$ cat src/rtl/adc_window_averager_if.sv
// Stream bundle for the ADC window averager.
//   in_valid / in_data              : one raw ADC code per strobe, no backpressure
//   out_valid / out_ready           : result queue head handshake
//   out_data / out_min / out_max    : rounded window average, window min, window max
// Modports:
//   master : the side that produces codes and consumes results (ADC + consumer)
//   slave  : the averager itself
interface adc_window_averager_if #(
    parameter int DATA_W = 7
);
    logic              in_valid;
    logic [DATA_W-1:0] in_data;
    logic              out_valid;
    logic              out_ready;
    logic [DATA_W-1:0] out_data;
    logic [DATA_W-1:0] out_min;
    logic [DATA_W-1:0] out_max;

    modport master (
        output in_valid, in_data, out_ready,
        input  out_valid, out_data, out_min, out_max
    );

    modport slave (
        input  in_valid, in_data, out_ready,
        output out_valid, out_data, out_min, out_max
    );
endinterface

$ cat src/rtl/adc_window_averager.sv
// Boxcar averager behind the ramp-compare ADC. Accumulates 2^LOG2_AVG codes,
// then pushes {rounded average, window min, window max} into a 2-entry queue.
// Ports:
//   clk, reset     : clock, synchronous active-high reset
//   bus (slave)    : in_valid/in_data input strobe, out_* result handshake
//   overrun_count  : windows dropped because the queue was full (saturates at 255)
//   clear_stats    : 1-cycle pulse zeroing overrun_count
module adc_window_averager #(
    parameter int DATA_W   = 7,
    parameter int LOG2_AVG = 4
) (
    input  logic                  clk,
    input  logic                  reset,
    adc_window_averager_if.slave  bus,
    output logic [7:0]            overrun_count,
    input  logic                  clear_stats
);
    localparam int ACC_W = DATA_W + LOG2_AVG;
    // LOG2_AVG=0 still needs a 1-bit counter; it simply never leaves 0.
    localparam int CNT_W = (LOG2_AVG > 0) ? LOG2_AVG : 1;
    localparam logic [CNT_W-1:0] CNT_MAX = CNT_W'((1 << LOG2_AVG) - 1);
    localparam logic [ACC_W-1:0] RND     = (LOG2_AVG == 0) ? '0 : ACC_W'(1 << (LOG2_AVG - 1));

    typedef struct packed {
        logic [DATA_W-1:0] avg;
        logic [DATA_W-1:0] mn;
        logic [DATA_W-1:0] mx;
    } result_t;

    logic [ACC_W-1:0]  acc_q, acc_d;
    logic [CNT_W-1:0]  cnt_q, cnt_d;
    logic [DATA_W-1:0] min_q, min_d, max_q, max_d;
    result_t           head_q, head_d, tail_q, tail_d;
    logic [1:0]        count_q, count_d;
    logic [7:0]        ovr_q, ovr_d;

    logic [DATA_W-1:0] min_cur, max_cur;
    logic [ACC_W-1:0]  sum, rsum;
    logic              push, pop, overrun;
    result_t           new_res;
    logic              unused_rsum;

    // Sum never exceeds 2^ACC_W - 2^LOG2_AVG, so adding the half-LSB
    // rounding term cannot carry out of ACC_W bits.
    assign sum         = acc_q + ACC_W'(bus.in_data);
    assign rsum        = sum + RND;
    assign unused_rsum = ^rsum;
    assign min_cur     = (bus.in_data < min_q) ? bus.in_data : min_q;
    assign max_cur     = (bus.in_data > max_q) ? bus.in_data : max_q;
    assign push        = bus.in_valid && (cnt_q == CNT_MAX);
    assign pop         = (count_q != 2'd0) && bus.out_ready;

    always_comb begin
        new_res.avg = rsum[ACC_W-1 -: DATA_W];
        new_res.mn  = min_cur;
        new_res.mx  = max_cur;
    end

    // Window accumulation; a closing sample restarts the window even when
    // its result ends up dropped.
    always_comb begin
        acc_d = acc_q;
        cnt_d = cnt_q;
        min_d = min_q;
        max_d = max_q;
        if (bus.in_valid) begin
            if (push) begin
                acc_d = '0;
                cnt_d = '0;
                min_d = '1;
                max_d = '0;
            end else begin
                acc_d = sum;
                cnt_d = cnt_q + CNT_W'(1);
                min_d = min_cur;
                max_d = max_cur;
            end
        end
    end

    // Two-entry queue with a registered head. Pop frees a slot in the same
    // cycle, so push+pop is accepted even when full.
    always_comb begin
        head_d  = head_q;
        tail_d  = tail_q;
        count_d = count_q;
        overrun = 1'b0;
        case (count_q)
            2'd0: begin
                if (push) begin
                    head_d  = new_res;
                    count_d = 2'd1;
                end
            end
            2'd1: begin
                if (push && pop) begin
                    head_d = new_res;
                end else if (pop) begin
                    count_d = 2'd0;
                end else if (push) begin
                    tail_d  = new_res;
                    count_d = 2'd2;
                end
            end
            default: begin
                if (pop) begin
                    head_d = tail_q;
                    if (push) tail_d  = new_res;
                    else      count_d = 2'd1;
                end else if (push) begin
                    overrun = 1'b1;
                end
            end
        endcase
    end

    // Clear wins over increment, but an overrun in the clearing cycle still counts.
    always_comb begin
        ovr_d = ovr_q;
        if (clear_stats)
            ovr_d = {7'd0, overrun};
        else if (overrun && ovr_q != 8'hFF)
            ovr_d = ovr_q + 8'd1;
    end

    always_ff @(posedge clk) begin
        if (reset) begin
            acc_q   <= '0;
            cnt_q   <= '0;
            min_q   <= '1;
            max_q   <= '0;
            head_q  <= '0;
            tail_q  <= '0;
            count_q <= 2'd0;
            ovr_q   <= 8'd0;
        end else begin
            acc_q   <= acc_d;
            cnt_q   <= cnt_d;
            min_q   <= min_d;
            max_q   <= max_d;
            head_q  <= head_d;
            tail_q  <= tail_d;
            count_q <= count_d;
            ovr_q   <= ovr_d;
        end
    end

    assign bus.out_valid = (count_q != 2'd0);
    assign bus.out_data  = head_q.avg;
    assign bus.out_min   = head_q.mn;
    assign bus.out_max   = head_q.mx;
    assign overrun_count = ovr_q;
endmodule

$ cat src/flat_wrapper.sv
// flat-port wrapper written by rule: the top's interface ports become plain ports
module adc_window_averager_flat 
#(
    parameter int DATA_W   = 7,
    parameter int LOG2_AVG = 4
)
  (clk, reset, overrun_count, clear_stats, bus_in_valid, bus_in_data, bus_out_ready, bus_out_valid, bus_out_data, bus_out_min, bus_out_max);
  adc_window_averager_if #(.DATA_W(DATA_W)) bus_i ();
  input  logic clk;
  input  logic reset;
  output logic [7:0] overrun_count;
  input  logic clear_stats;
  input wire logic [$bits(bus_i.in_valid)-1:0] bus_in_valid;
  input wire logic [$bits(bus_i.in_data)-1:0] bus_in_data;
  input wire logic [$bits(bus_i.out_ready)-1:0] bus_out_ready;
  output wire logic [$bits(bus_i.out_valid)-1:0] bus_out_valid;
  output wire logic [$bits(bus_i.out_data)-1:0] bus_out_data;
  output wire logic [$bits(bus_i.out_min)-1:0] bus_out_min;
  output wire logic [$bits(bus_i.out_max)-1:0] bus_out_max;
  assign bus_i.in_valid = bus_in_valid;
  assign bus_i.in_data = bus_in_data;
  assign bus_i.out_ready = bus_out_ready;
  assign bus_out_valid = bus_i.out_valid;
  assign bus_out_data = bus_i.out_data;
  assign bus_out_min = bus_i.out_min;
  assign bus_out_max = bus_i.out_max;
  adc_window_averager #(.DATA_W(DATA_W), .LOG2_AVG(LOG2_AVG)) u_core (.clk(clk), .reset(reset), .bus(bus_i), .overrun_count(overrun_count), .clear_stats(clear_stats));
endmodule
$ cat config.mk
export PLATFORM = sky130hd
export DESIGN_NAME = adc_window_averager_flat
export DESIGN_NICKNAME = d
export VERILOG_FILES = /design/src/rtl/adc_window_averager_if.sv /design/src/rtl/adc_window_averager.sv /design/src/flat_wrapper.sv
export SDC_FILE = /design/constraint.sdc
export NUM_CORES = 1
export LEC_CHECK = 0
export ABC_AREA = 1
export CORE_ASPECT_RATIO = 1.2
export CORE_MARGIN = 2
export CORE_UTILIZATION = 57
export DETAILED_ROUTE_END_ITERATION = 6
export HOLD_SLACK_MARGIN = 0.05
export PLACE_DENSITY = 0.79
export RECOVER_POWER = 100
export SETUP_SLACK_MARGIN = 0.2
export SKIP_LAST_GASP = 1
export SYNTH_ARGS = -nofsm -noshare
export SYNTH_HDL_FRONTEND = slang
export SYNTH_SLANG_ARGS = --single-unit
$ cat constraint.sdc
create_clock -name clk -period 2.9 [get_ports clk]
set_input_delay 0.435 -clock clk [delete_from_list [all_inputs] [get_ports clk]]
set_output_delay 0.435 -clock clk [all_outputs]
set_load 0.005 [all_outputs]
# Word-level counts from Yosys, hierarchy flattened
# Cells that the tools add are included.
[classes]
add_sub_neg = 4
n_lt_le_gt_ge = 2
eq_ne = 9
n_mux = 27
bitwise_logic = 1
reduce_logical = 14
[op_table]
columns = ["op", "n"]
rows = [
  ["two-way mux 21 bit", 7],
  ["case mux 21 bit (2 select lines)", 2],
  ["two-way mux 7 bit", 4],
  ["two-way mux 2 bit", 6],
  ["adder 11 x 4 -> 11 bit (second input constant)", 1],
  ["adder 11 x 7 -> 11 bit", 1],
  ["two-way mux 11 bit", 1],
  ["adder 8 x 1 -> 8 bit (second input constant)", 1],
  ["inequality test 8 bit (second input constant)", 1],
  ["> comparator 7 bit", 1],
  ["less-than comparator 7 bit", 1],
  ["nonzero test 2 bit", 3],
  ["two-way mux 1 bit", 5],
  ["AND reduction 5 bit", 1],
  ["adder 4 x 1 -> 4 bit (second input constant)", 1],
  ["== test 4 bit (second input constant)", 1],
  ["logical AND 1 bit", 4],
  ["two-way mux 4 bit", 1],
  ["inequality test 2 x 1 -> 1 bit (second input constant)", 2],
  ["inequality test 2 bit (second input constant)", 2],
  ["case mux 2 bit (2 select lines)", 1],
  ["AND reduction 4 bit", 1],
  ["OR reduction 2 bit", 2],
  ["inequality test 3 x 1 -> 1 bit (second input constant)", 1],
  ["other kinds (6)", 6],
]
[word_totals]
ff_bits = 81
out_inout_bits = 30
word_cells = 70

# Logic depth before layout (Yosys ltp)
[depth]
ltp_word = 8
depth_mapped = 17

# Worst setup path before layout
# OpenSTA, ideal clock, no wires.
[synth_timing]
path_type = "in2reg"
startpoint = "in bus_in_data[0]"
endpoint = "reg u_core.head_q, in the netlist u_core.bus.out_data[3]"
t_arrival_ps = 2211
required_time_ps = 2830
slack_ps = 619
cell_stages = 16
path_buffers = 0
cell_sequence = "ha_1 -> fa_1 -> nand2_1 -> inv_1 -> nand2_1 -> nand2_1 -> nand2_1 -> nand2_1 -> inv_1 -> ha_1 -> inv_1 -> a21oi_2 -> a21oi_1 -> a21oi_1 -> nand2_1 -> a21oi_1"
[synth_between]
elab_chain_cells = 4
word_cells_on_any_way = 5
classes_between = "add/sub: 2; mux: 3"
[synth_rtl]
columns = ["element", "line", "rtl"]
rows = [
  ["from (decl)", "flat_wrapper.sv:14", "input wire logic [$bits(bus_i.in_data)-1:0] bus_in_data;"],
  ["adder 11 x 7 -> 11 bit *", "adc_window_averager.sv:45", "assign sum = acc_q + ACC_W'(bus.in_data);"],
  ["adder 11 x 4 -> 11 bit *", "adc_window_averager.sv:46", "assign rsum = sum + RND;"],
  ["two-way mux 21 bit, on equally long branches", "adc_window_averager.sv:96, adc_window_averager.sv:90", ""],
  ["case mux 21 bit (2 select lines) *", "adc_window_averager.sv:88", "case (count_q)"],
  ["to (signal assigned)", "adc_window_averager.sv:132", "head_q <= '0;"],
  ["to (signal assigned)", "adc_window_averager.sv:141", "head_q <= head_d;"],
  ["to (decl)", "adc_window_averager.sv:33", "result_t head_q, head_d, tail_q, tail_d;"],
]
# Mark *: on every way between the ends. The rest lies on a longest branch, timed or not. The select of a mux whose other input is x is not followed.
# A chain may end at the register's enable or synchronous reset.

# Worst setup path in the final report
# Ends and elaborated chain as after synthesis.

==> impl_metrics.ini <==
[outcome]
outcome = finished, final reports clean

[hold_path]
min_path_type = flip-flop to flip-flop

[critical_path]
endpoint_kind = flip-flop
critPathTopFamily = adder cells
critPathBufInv = 4
max_stage_delay_ns = 0.42
cp_common_cell = nand2_1
crit_fanout = 4
crit_chain = clkdlybuf4s50_1, ha_1, fa_1, nand2_1, inv_1, nand2_1, nand2_1, nand2_1, nand2_1, inv_1, ha_2, inv_1, a21oi_2, a21oi_1, a21oi_1, nand2_1, a21oi_1
critPathSlowestCell = clkdlybuf4s50_1
critical_path_class = input pin to flip-flop
crit_required_ns = 3.19
start_kind = input pin
worstPathArrival_ns = 2.88

[route]
drt-vias-per-instance = 5.39
wirelength_mm = 9.82
vias = 4113
firstDrtPassIters = 5
wl_per_cell_microns = 12.9
ant_nets = 0
drt_iter0_markers = 203
drc = 0

[synth]
synth_mux_area_share_pct = 0
synth_top_family_by_area = simple AND/OR/NAND/NOR gates
synth-adder-area-share_pct = 7.29
synth_area_per_cell_sq_um = 6.99
synth-main-ff-cell = dfxtp_1
synthArstFlopShare_pct = 0
synth_compound_area_share_pct = 21.9
synth-edff-count = 0
synthCells = 629
synth_seq_area_share_pct = 36.9
yosysUniqueCellTypes = 39
synth_nets = 666
synth-xor-area-share_pct = 0.569
ys_ff_latch = 81
syn_area_sq_um = 4400
yosys_warnings = 0
synth-simple-area-share_pct = 22.7

[placement]
place_congestion = 0.893
hpwlAfterDp_mm = 7.06
io_buffers = 41
placedCellCount = 747

[timing]
fin_worst_skew_ns = 0.00822
setup-tns-final_ns = 0
slew_viol_final = 0
worst_pin_slew_ns = 0.915
rsz0062_at_grt = no
fmax_mhz = 386
slew-limit-headroom_pct = 39.0
hold_viol_final = 0
finalSetupViolCount = 0
post-route-period-util_pct = 89.3
fin_crit_ns = 2.59

[global_route]
grtUsageTotal_pct = 24.4
grt-ovfl-total = 0
grt_pass1_wl_mm = 16.9
grt_pass1_vias = 3905
antenna_found_initial = 0
grt_max_degree = 41

[layout]
area_delta_synth_final_pct = 14.0
num_antenna_cells = 0
fin_nets = 703
instances_no_fill = 763
fill_cells = 706
drive_gt1_share_pct = 8.05

[clocking]
cts_buffers = 9
clock_sinks = 81
cts_root_buf = clkbuf_8
tritoncts = done
post_cts_buffers = 0
cts_buffer_depth = 2
path_clk_slew_ns = 0.08
htreeDepth = 3
clk_latency_ns = 0.36

[power_and_ir_drop]
power_frac_clock_pct = 25.6
p_int_uw = 2090
power_frac_seq_pct = 42.2
ir_drop_v = 0.000397
pwr-share-comb_pct = 32.2
p_switching_uw = 1080
pwr_density_cell_nw_per_um2 = 633
p_leak_uw = 0.00238
sw_frac_of_total_pct = 34.2

[die]
num_rows = 35
core_sq_um = 7580
die_area_sq_um = 8440
io-pin-count = 42
initial_utilization_pct = 58.0
die_w_microns = 84.2
die_height_microns = 100

[run]
drv_cap = 0
[kinds of logic (layout without fill, tap and decap cells)]
logic type | count (synthesis) | count (layout)
adders and majority gates | 25 | 25
buffers and inverters | 118 | 160
xor gates and xnor gates | 2 | 2
and+or+nand+nor | 226 | 226
AOI/OAI and AO/OA | 177 | 177
DFF | 81 | 81
[power groups by stage]
stage / sequential, uW / combinational [uW] / clock, uW
final: 1340 / 1020 / 814
after CTS: 1350 / 1100 / 828
after floorplan: 1360 / 695 / 0
after global routing: 1360 / 1160 / 866
after global placement: 1370 / 1070 / 0
after detailed placement: 1370 / 1090 / 0
[placed cells by master (no fill, tap or decap), drive strengths merged]
cell type,instances
nand2,136
a21oi,103
inv,89
dfxtp,81
nor2,59
o21ai,58
dlygate4sd3,31
ha,24
nand3,17
clkbuf,13
clkdlybuf4s50,9
buf,9
o211ai,8
clkinv,8
nand4,6
nor3,4
nand3b,3
a211oi,3
a31oi,2
or2,1
o21a,1
a21boi,1
xor2,1
xnor2,1
o221a,1
fa,1
bufinv,1
[tightest hold or removal path, stage by stage (launching register included)]
cell and delay [ns]:
dfxtp_1 0.31, nand2_1 0.06, a21oi_1 0.05
[final cells by class]
type                       instances  area, sq um  share of cell area [%]
timing repair buffer              52          497                    9.91
sequential                        81         1620                    32.4
inverter                          92          345                    6.89
tap                               92          115                    2.30
clock buffer                      10          128                    2.55
clock inverter                     6         58.8                    1.17
multi-input combinational        430         2250                    44.8
[worst paths after layout]
kind / startpoint / end / slack, ns / cells past startpoint
worst max-delay path: bus_in_data[0] / u_core.bus.out_data[3]$_SDFFE_PP0P_ / 0.31 / 17
worst max register to register: u_core.count_q[1]$_SDFFE_PP0P_ / u_core.tail_q[10]$_SDFFE_PP0P_ / 0.47 / 10
worst min register to register: u_core.bus.out_min[1]$_SDFFE_PP0P_ / u_core.bus.out_min[1]$_SDFFE_PP0P_ / 0.46 / 2
worst min-delay path: u_core.bus.out_min[1]$_SDFFE_PP0P_ / u_core.bus.out_min[1]$_SDFFE_PP0P_ / 0.46 / 2
[registers in the layout, summed over array words and instances (netlist names)]
signal and cells:
u_core.acc_q 11, u_core.tail_q 21, u_core.bus.out_max 7, u_core.bus.out_data 7, u_core.max_q 7, u_core.count_q 2
u_core.overrun_count 8, u_core.min_q 7, u_core.bus.out_min 7, u_core.cnt_q 4
[metrics by stage]
step	area, sq um	utilization [%]	total power, uW	hold slack, ns	setup slack [ns]
floorplan	4400	-	2060	0.445	0.619
global placement	4890	64.5	2430	0.452	0.0717
detailed placement	4890	64.5	2470	0.455	-0.0501
CTS	5070	67.0	3270	0.468	0.336
global route	5010	66.2	3380	0.486	0.125
finish	5010	66.2	3170	0.463	0.309
[cell usage after synthesis, types with 6 or more instances]
cell type  instances  area, sq um
nand4_1            6         37.5
o21ai_1           23          115
o211ai_1           8         60.1
dfxtp_1           81         1620
nor2_1            50          188
o21ai_0           34          170
nor2_2             6         37.5
a21oi_1           99          495
nand2_1          127          477
nand2_2            7         43.8
nand3_1           15         75.1
inv_1             79          297
buf_2              6         30.0
clkbuf_1          15         56.3
inv_2             11         41.3
ha_1              24          300
[per-layer routing]
| metal | part of all wire, % | track usage (%) |
|---|---|---|
| met5 | 0 | 0 |
| met2 | 51 | 44.0 |
| met1 | 44 | 28.2 |
| met4 | 2.5 | 12.2 |
| met3 | 2.5 | 3.45 |
[timing repair]
action | 4_1_cts | 5_1_grt
hold buffers | 0 | 0
resized for setup | 0 | 5
setup endpoints to repair | 0 | 4
No activity file was read; power rests on OpenSTA's default activity.
